`src/rtl/uart_rx_sample_timer.sv`:
```
// -----------------------------------------------------------------------------
// uart_rx_sample_timer
//
// Oversampling timer for the UART receiver. It counts oversampling clocks
// within each bit period (edge_count) and bit periods within a frame
// (bit_count). From these counts it decodes the mid-bit sample strobes, the
// bit-end pulse and the frame-done pulse. Prescale (P) and frame length (F) are
// captured when a frame starts and stay fixed until the next start. A start
// with an illegal configuration is refused and flagged on cfg_err.
//
// Optional feature (compile-time macro): UART_RX_TIMER_SAMPLE3_EN
//   defined     : sample_stb[0]/[2] fire at mid-1/mid+1 for 3-sample voting
//   not defined : sample_stb[0]/[2] tied low, only the centre strobe is used
//
// Ports
//   clk            in   oversampling clock
//   rst            in   synchronous, active-high reset
//   prescale       in   oversampling clocks per bit, legal 4..2^PRESCALE_W-1
//   frame_bits     in   bit periods per frame, legal 2..2^BIT_CNT_W-1
//   counter_enable in   level, high while the RX FSM has a frame in progress
//   edge_count     out  edge index within the current bit, 0..P-1
//   bit_count      out  bit index within the frame, 0..F-1
//   sample_stb     out  [1] centre strobe, [0]/[2] centre-1/centre+1
//   bit_end        out  last edge of a bit period
//   frame_done     out  last edge of the last bit of the frame
//   cfg_err        out  the last start attempt used an illegal configuration
// -----------------------------------------------------------------------------
module uart_rx_sample_timer #(
    parameter int PRESCALE_W = 6,
    parameter int BIT_CNT_W  = 4
) (
    input  logic                  clk,
    input  logic                  rst,
    input  logic [PRESCALE_W-1:0] prescale,
    input  logic [BIT_CNT_W-1:0]  frame_bits,
    input  logic                  counter_enable,
    output logic [PRESCALE_W-1:0] edge_count,
    output logic [BIT_CNT_W-1:0]  bit_count,
    output logic [2:0]            sample_stb,
    output logic                  bit_end,
    output logic                  frame_done,
    output logic                  cfg_err
);

    localparam logic [PRESCALE_W-1:0] P_MIN = PRESCALE_W'(4);
    localparam logic [BIT_CNT_W-1:0]  F_MIN = BIT_CNT_W'(2);
    localparam logic [PRESCALE_W-1:0] P_ONE = PRESCALE_W'(1);
    localparam logic [BIT_CNT_W-1:0]  F_ONE = BIT_CNT_W'(1);

    // HOLD parks the timer after a completed frame so that an enable still
    // high from that frame cannot start a second, unintended count.
    typedef enum logic [1:0] {
        ST_IDLE,
        ST_COUNT,
        ST_HOLD
    } state_e;

    state_e                  state_q,   state_d;
    logic [PRESCALE_W-1:0]   edge_q,    edge_d;
    logic [BIT_CNT_W-1:0]    bit_q,     bit_d;
    logic [PRESCALE_W-1:0]   p_q,       p_d;
    logic [BIT_CNT_W-1:0]    f_q,       f_d;
    logic                    cfg_err_q, cfg_err_d;

    logic                    counting;
    logic                    last_edge;
    logic                    last_bit;
    logic                    cfg_legal;
    logic [PRESCALE_W-1:0]   mid;

    assign counting  = (state_q == ST_COUNT);
    assign last_edge = (edge_q == p_q - P_ONE);
    assign last_bit  = (bit_q == f_q - F_ONE);
    assign cfg_legal = (prescale >= P_MIN) && (frame_bits >= F_MIN);
    // For P >= 4, mid-1 >= 1 and mid+1 <= P-1, so no strobe index wraps.
    assign mid       = p_q >> 1;

    // -------------------------------------------------------------------------
    // Next-state logic
    // -------------------------------------------------------------------------
    always_comb begin
        // NOTE: every _d signal takes its hold value first, so no branch can
        // leave one unassigned and infer a latch.
        state_d   = state_q;
        edge_d    = edge_q;
        bit_d     = bit_q;
        p_d       = p_q;
        f_d       = f_q;
        cfg_err_d = cfg_err_q;

        unique case (state_q)
            ST_IDLE: begin
                edge_d = '0;
                bit_d  = '0;
                if (counter_enable) begin
                    if (cfg_legal) begin
                        p_d       = prescale;
                        f_d       = frame_bits;
                        cfg_err_d = 1'b0;
                        state_d   = ST_COUNT;
                    end else begin
                        cfg_err_d = 1'b1;
                    end
                end
            end

            ST_COUNT: begin
                if (!counter_enable) begin
                    // Abort: drop back to IDLE without a frame_done.
                    state_d = ST_IDLE;
                    edge_d  = '0;
                    bit_d   = '0;
                end else if (last_edge) begin
                    edge_d = '0;
                    if (last_bit) begin
                        state_d = ST_HOLD;
                        bit_d   = '0;
                    end else begin
                        bit_d = bit_q + F_ONE;
                    end
                end else begin
                    edge_d = edge_q + P_ONE;
                end
            end

            ST_HOLD: begin
                edge_d = '0;
                bit_d  = '0;
                if (!counter_enable) begin
                    state_d = ST_IDLE;
                end
            end

            default: begin
                state_d = ST_IDLE;
                edge_d  = '0;
                bit_d   = '0;
            end
        endcase
    end

    // -------------------------------------------------------------------------
    // State registers
    // -------------------------------------------------------------------------
    always_ff @(posedge clk) begin
        // NOTE: non-blocking assignments, so every register samples the
        // pre-edge values and the update order inside the block is irrelevant.
        if (rst) begin
            state_q   <= ST_IDLE;
            edge_q    <= '0;
            bit_q     <= '0;
            p_q       <= '0;
            f_q       <= '0;
            cfg_err_q <= 1'b0;
        end else begin
            state_q   <= state_d;
            edge_q    <= edge_d;
            bit_q     <= bit_d;
            p_q       <= p_d;
            f_q       <= f_d;
            cfg_err_q <= cfg_err_d;
        end
    end

    // -------------------------------------------------------------------------
    // Output decodes (same cycle as the count value they qualify)
    // -------------------------------------------------------------------------
    always_comb begin
        sample_stb    = '0;
        sample_stb[1] = counting && (edge_q == mid);
`ifdef UART_RX_TIMER_SAMPLE3_EN
        sample_stb[0] = counting && (edge_q == mid - P_ONE);
        sample_stb[2] = counting && (edge_q == mid + P_ONE);
`else
        sample_stb[0] = 1'b0;
        sample_stb[2] = 1'b0;
`endif
    end

    assign bit_end    = counting && last_edge;
    assign frame_done = bit_end && last_bit;
    assign edge_count = edge_q;
    assign bit_count  = bit_q;
    assign cfg_err    = cfg_err_q;

endmodule

```
`config.mk`:
```
export PLATFORM = sky130hd
export DESIGN_NAME = uart_rx_sample_timer
export DESIGN_NICKNAME = d
export VERILOG_FILES = /design/src/rtl/uart_rx_sample_timer.sv
export SDC_FILE = /design/constraint.sdc
export NUM_CORES = 1
export LEC_CHECK = 0
export ABC_CLOCK_PERIOD_IN_PS = 3800
export BUFFER_PORTS_ARGS = -buffer_cell sky130_fd_sc_hd__buf_4
export CAP_MARGIN = 25
export CORE_ASPECT_RATIO = 0.6
export CORE_UTILIZATION = 24
export CTS_BUF_LIST = sky130_fd_sc_hd__clkbuf_2
export DETAILED_ROUTE_END_ITERATION = 8
export PLACE_DENSITY = 0.43
export SLEW_MARGIN = 15
export SYNTH_ARGS = -nofsm -noshare
export SYNTH_HDL_FRONTEND = slang
export SYNTH_SLANG_ARGS = --single-unit
export TNS_END_PERCENT = 5
```
`constraint.sdc`:
```
create_clock -name clk -period 3.8 [get_ports clk]
set_input_delay 0.76 -clock clk [delete_from_list [all_inputs] [get_ports clk]]
set_output_delay 0.76 -clock clk [all_outputs]
set_load 0.05 [all_outputs]
```
==> metrics <==
outcome finished clean; Critical Path, Cell by Cell inv_1, ha_1, xnor2_1, nor2_1, o211ai_2, nor4_1, buf_4; layout cell share with drive strength beyond 1 24.3%; initial core utilization 25.7%; worst-path fanout max 8; post-synthesis instance area 1340 µm²; largest net degree at the start of global routing 14; clk root buf clkbuf_2; Worst Path Buf+Inv 2; core area 5230 µm²; Synth Area in XOR/XNOR 15.4%; hold_sp cfg_err; count of cell types in the netlist 41; CTS sink cnt 23; Die Wd 98.6 µm; crit path time final 3090 ps; R2R Path Start p_q[1]; hold buffer count at CTS 0; Clock Latency Late Sink 360 ps; crit start category flop; multi-input logic area 820 µm²; H-tree depth 1; unrepaired setup endpoints after global routing false; CTS tree yes; First DRT Iteration DRCs 20; initial antenna violation count 0; max incr delay on CP 470 ps; highest ir drop seen on vdd 89.9 µV; Hold Vio Cnt, Final 0; postcts setup bufs 0; WHS Path Cells 2; Detail Placement HPWL 2.45 mm; Post-synth EDFFs 0; Worst EP required 3040 ps; sequential cell area 460 µm²; Final nets 187; Placer Congestion 0.803; Power Density 305 nW/µm²; Sum Neg Setup Slack 0 ps; Crit-path slowest cell dfxtp_1; Setup WS post-layout 709 ps; post-synth top area share 34.3%; multiplexer share of the synthesized area 7.45%; DR pass1 iterations 4; top post-synthesis cells by area dfxtp_1 34%, xnor2_1 7.8%, mux2i_1 7.4%; Worst Setup Path Type reg -> out; number of port buffers 26; dominant cell type by area after synthesis dfxtp_1; Max Cap Viol 0; final setup violation count 0; grt total ovfl 0; Final Max Slew Viols 0; Routed WL 3.14 mm; largest family of logic cells by synthesized area simple AND/OR/NAND/NOR gates; Final Cycle Share 81.3%; top-count cell post-synth dfxtp_1; antenna-violating nets left 0; DRT met1 WL 1.76 mm; routed len/inst 13.4 µm; R2R cell count 7; cts repair resizes 0; cell family with most CP delay simple AND/OR/NAND/NOR gates; vias per cell 4.62; Ports 29; register area share after synthesis 34.3%; r2r setup slk 1780 ps; Hold WC Path Type reg -> reg; Hold Path End cfg_err; FF+latch count, synth 23; top_reg_cell synth dfxtp_1; LEAKAGE 0.642 nW; Die Height 60.0 µm; worst path arrival time 2330 ps; Synth Area in Adders 3.72%; clock transition at the registers of the reported paths 230 ps; clk buf depth 2; Async S/R FF share, synth 0%; Syn Area/Cell 9.33 µm²; Die Area 5910 µm²; detailed-route via count 1,085; Warnings, synthesis 0; WL met2 1.18 mm; Post-Synth Simple-Gate Area 22.2%; Post-route DRC 0; synth-to-layout area growth 19.1%; worst clock skew 13.1 ps; GRT Total Usage 11.7%; fillers 542; Worst Setup End Kind output port; WL met3 183 µm; DR top layer met4; vias in the first global route 1,006; dpl ws 1170 ps; first-pass GRT wire length 5.19 mm; fmax 324 MHz; Gate Count Post-Synth 144; worst reg2reg endpoint bit_count[3]; row count 20; Antenna diodes 0; number of CTS-inserted buffers 3; complex-gate fraction of the synthesized area 11.7%; Synth top cells by count 23 x dfxtp_1, 17 x nor2_1, 13 x nor3_1
==> kinds of logic after synthesis <==
kind of cell               count (synthesis)
AOI/OAI and AO/OA                         19
muxes                                     10
xor gates and xnor gates                  21
adders and majority gates                  4
buffers and inverters                     11
other                                      1
and+or+nand+nor                           55
DFF                                       23
==> layout make-up <==
| type | instances | share of cell area [%] |
|---|---|---|
| multi-input cells | 111 | 51.2 |
| flip-flops and latches | 23 | 28.8 |
| repair buffers | 27 | 12.7 |
| well taps | 66 | 5.16 |
| clock buffers | 3 | 0.938 |
| inverters | 4 | 0.938 |
| clock inverters | 1 | 0.313 |
==> worst max-delay path by stage <==
stage                  start         end  slack (ps)  cells past startpoint
6_report              p_q[1]  frame_done         710                      7
5_1_grt               p_q[1]  frame_done         530                      7
4_1_cts               p_q[1]  frame_done         690                      7
3_5_place_dp          p_q[0]  frame_done        1170                      7
3_3_place_gp          p_q[0]  frame_done        1200                      7
2_1_floorplan  edge_count[3]  frame_done          70                      5
==> layout by cell type (no fill, tap or decap), types with 2 or more instances in the layout <==
cell type,n
nand3_1,3
a32o_1,2
nor2_1,17
xnor2_1,12
nand2_1,2
nor4_1,2
conb_1,2
ha_1,4
and3_1,2
nor3_1,13
nand4_1,3
mux2i_1,10
o21ai_0,2
xor2_1,7
a211o_1,2
buf_4,27
dfxtp_1,23
inv_1,4
nand2b_1,3
clkbuf_2,3
a21oi_1,6
==> metal layers <==
layer | up-vias | track usage [%]
met5 | - | 0
met4 | 0 | 3.20
met3 | 2 | 3.39
met2 | 22 | 15.3
met1 | 504 | 18.1
li1 | 557 | -
==> registers in the layout, summed over array words and instances, names as in the netlist <==
register    flops
bit_count       4
cfg_err         1
f_q             4
p_q             6
state_q         2
edge_count      6
==> worst register-to-register path, stage by stage, from the launching register on <==
cell	delay [ps]
dfxtp_1	470
inv_1	70
ha_1	280
xnor2_1	130
nor2_1	210
o211ai_2	240
a211o_1	330
a32o_1	250
==> power by group <==
group | internal (mW) | switching (mW)
Clock | 0.0239 | 0.0839
Combinational | 0.0509 | 0.0654
Sequential | 0.252 | 0.0131
Total | 0.326 | 0.162
==> metrics by stage <==
| stage | utilization, % | instances | area [µm²] | hold WS, ps | power, mW |
|---|---|---|---|---|---|
| 2_1_floorplan | - | 145 | 1350 | 474 | 0.355 |
| 3_3_place_gp | 30.2 | 231 | 1580 | 478 | 0.384 |
| 3_5_place_dp | 30.2 | 231 | 1580 | 496 | 0.385 |
| 4_1_cts | 30.6 | 235 | 1600 | 522 | 0.494 |
| 5_1_grt | 30.6 | 235 | 1600 | 582 | 0.515 |
| 6_report | 30.6 | 235 | 1600 | 513 | 0.489 |
Power figures use the tool's default switching activity.
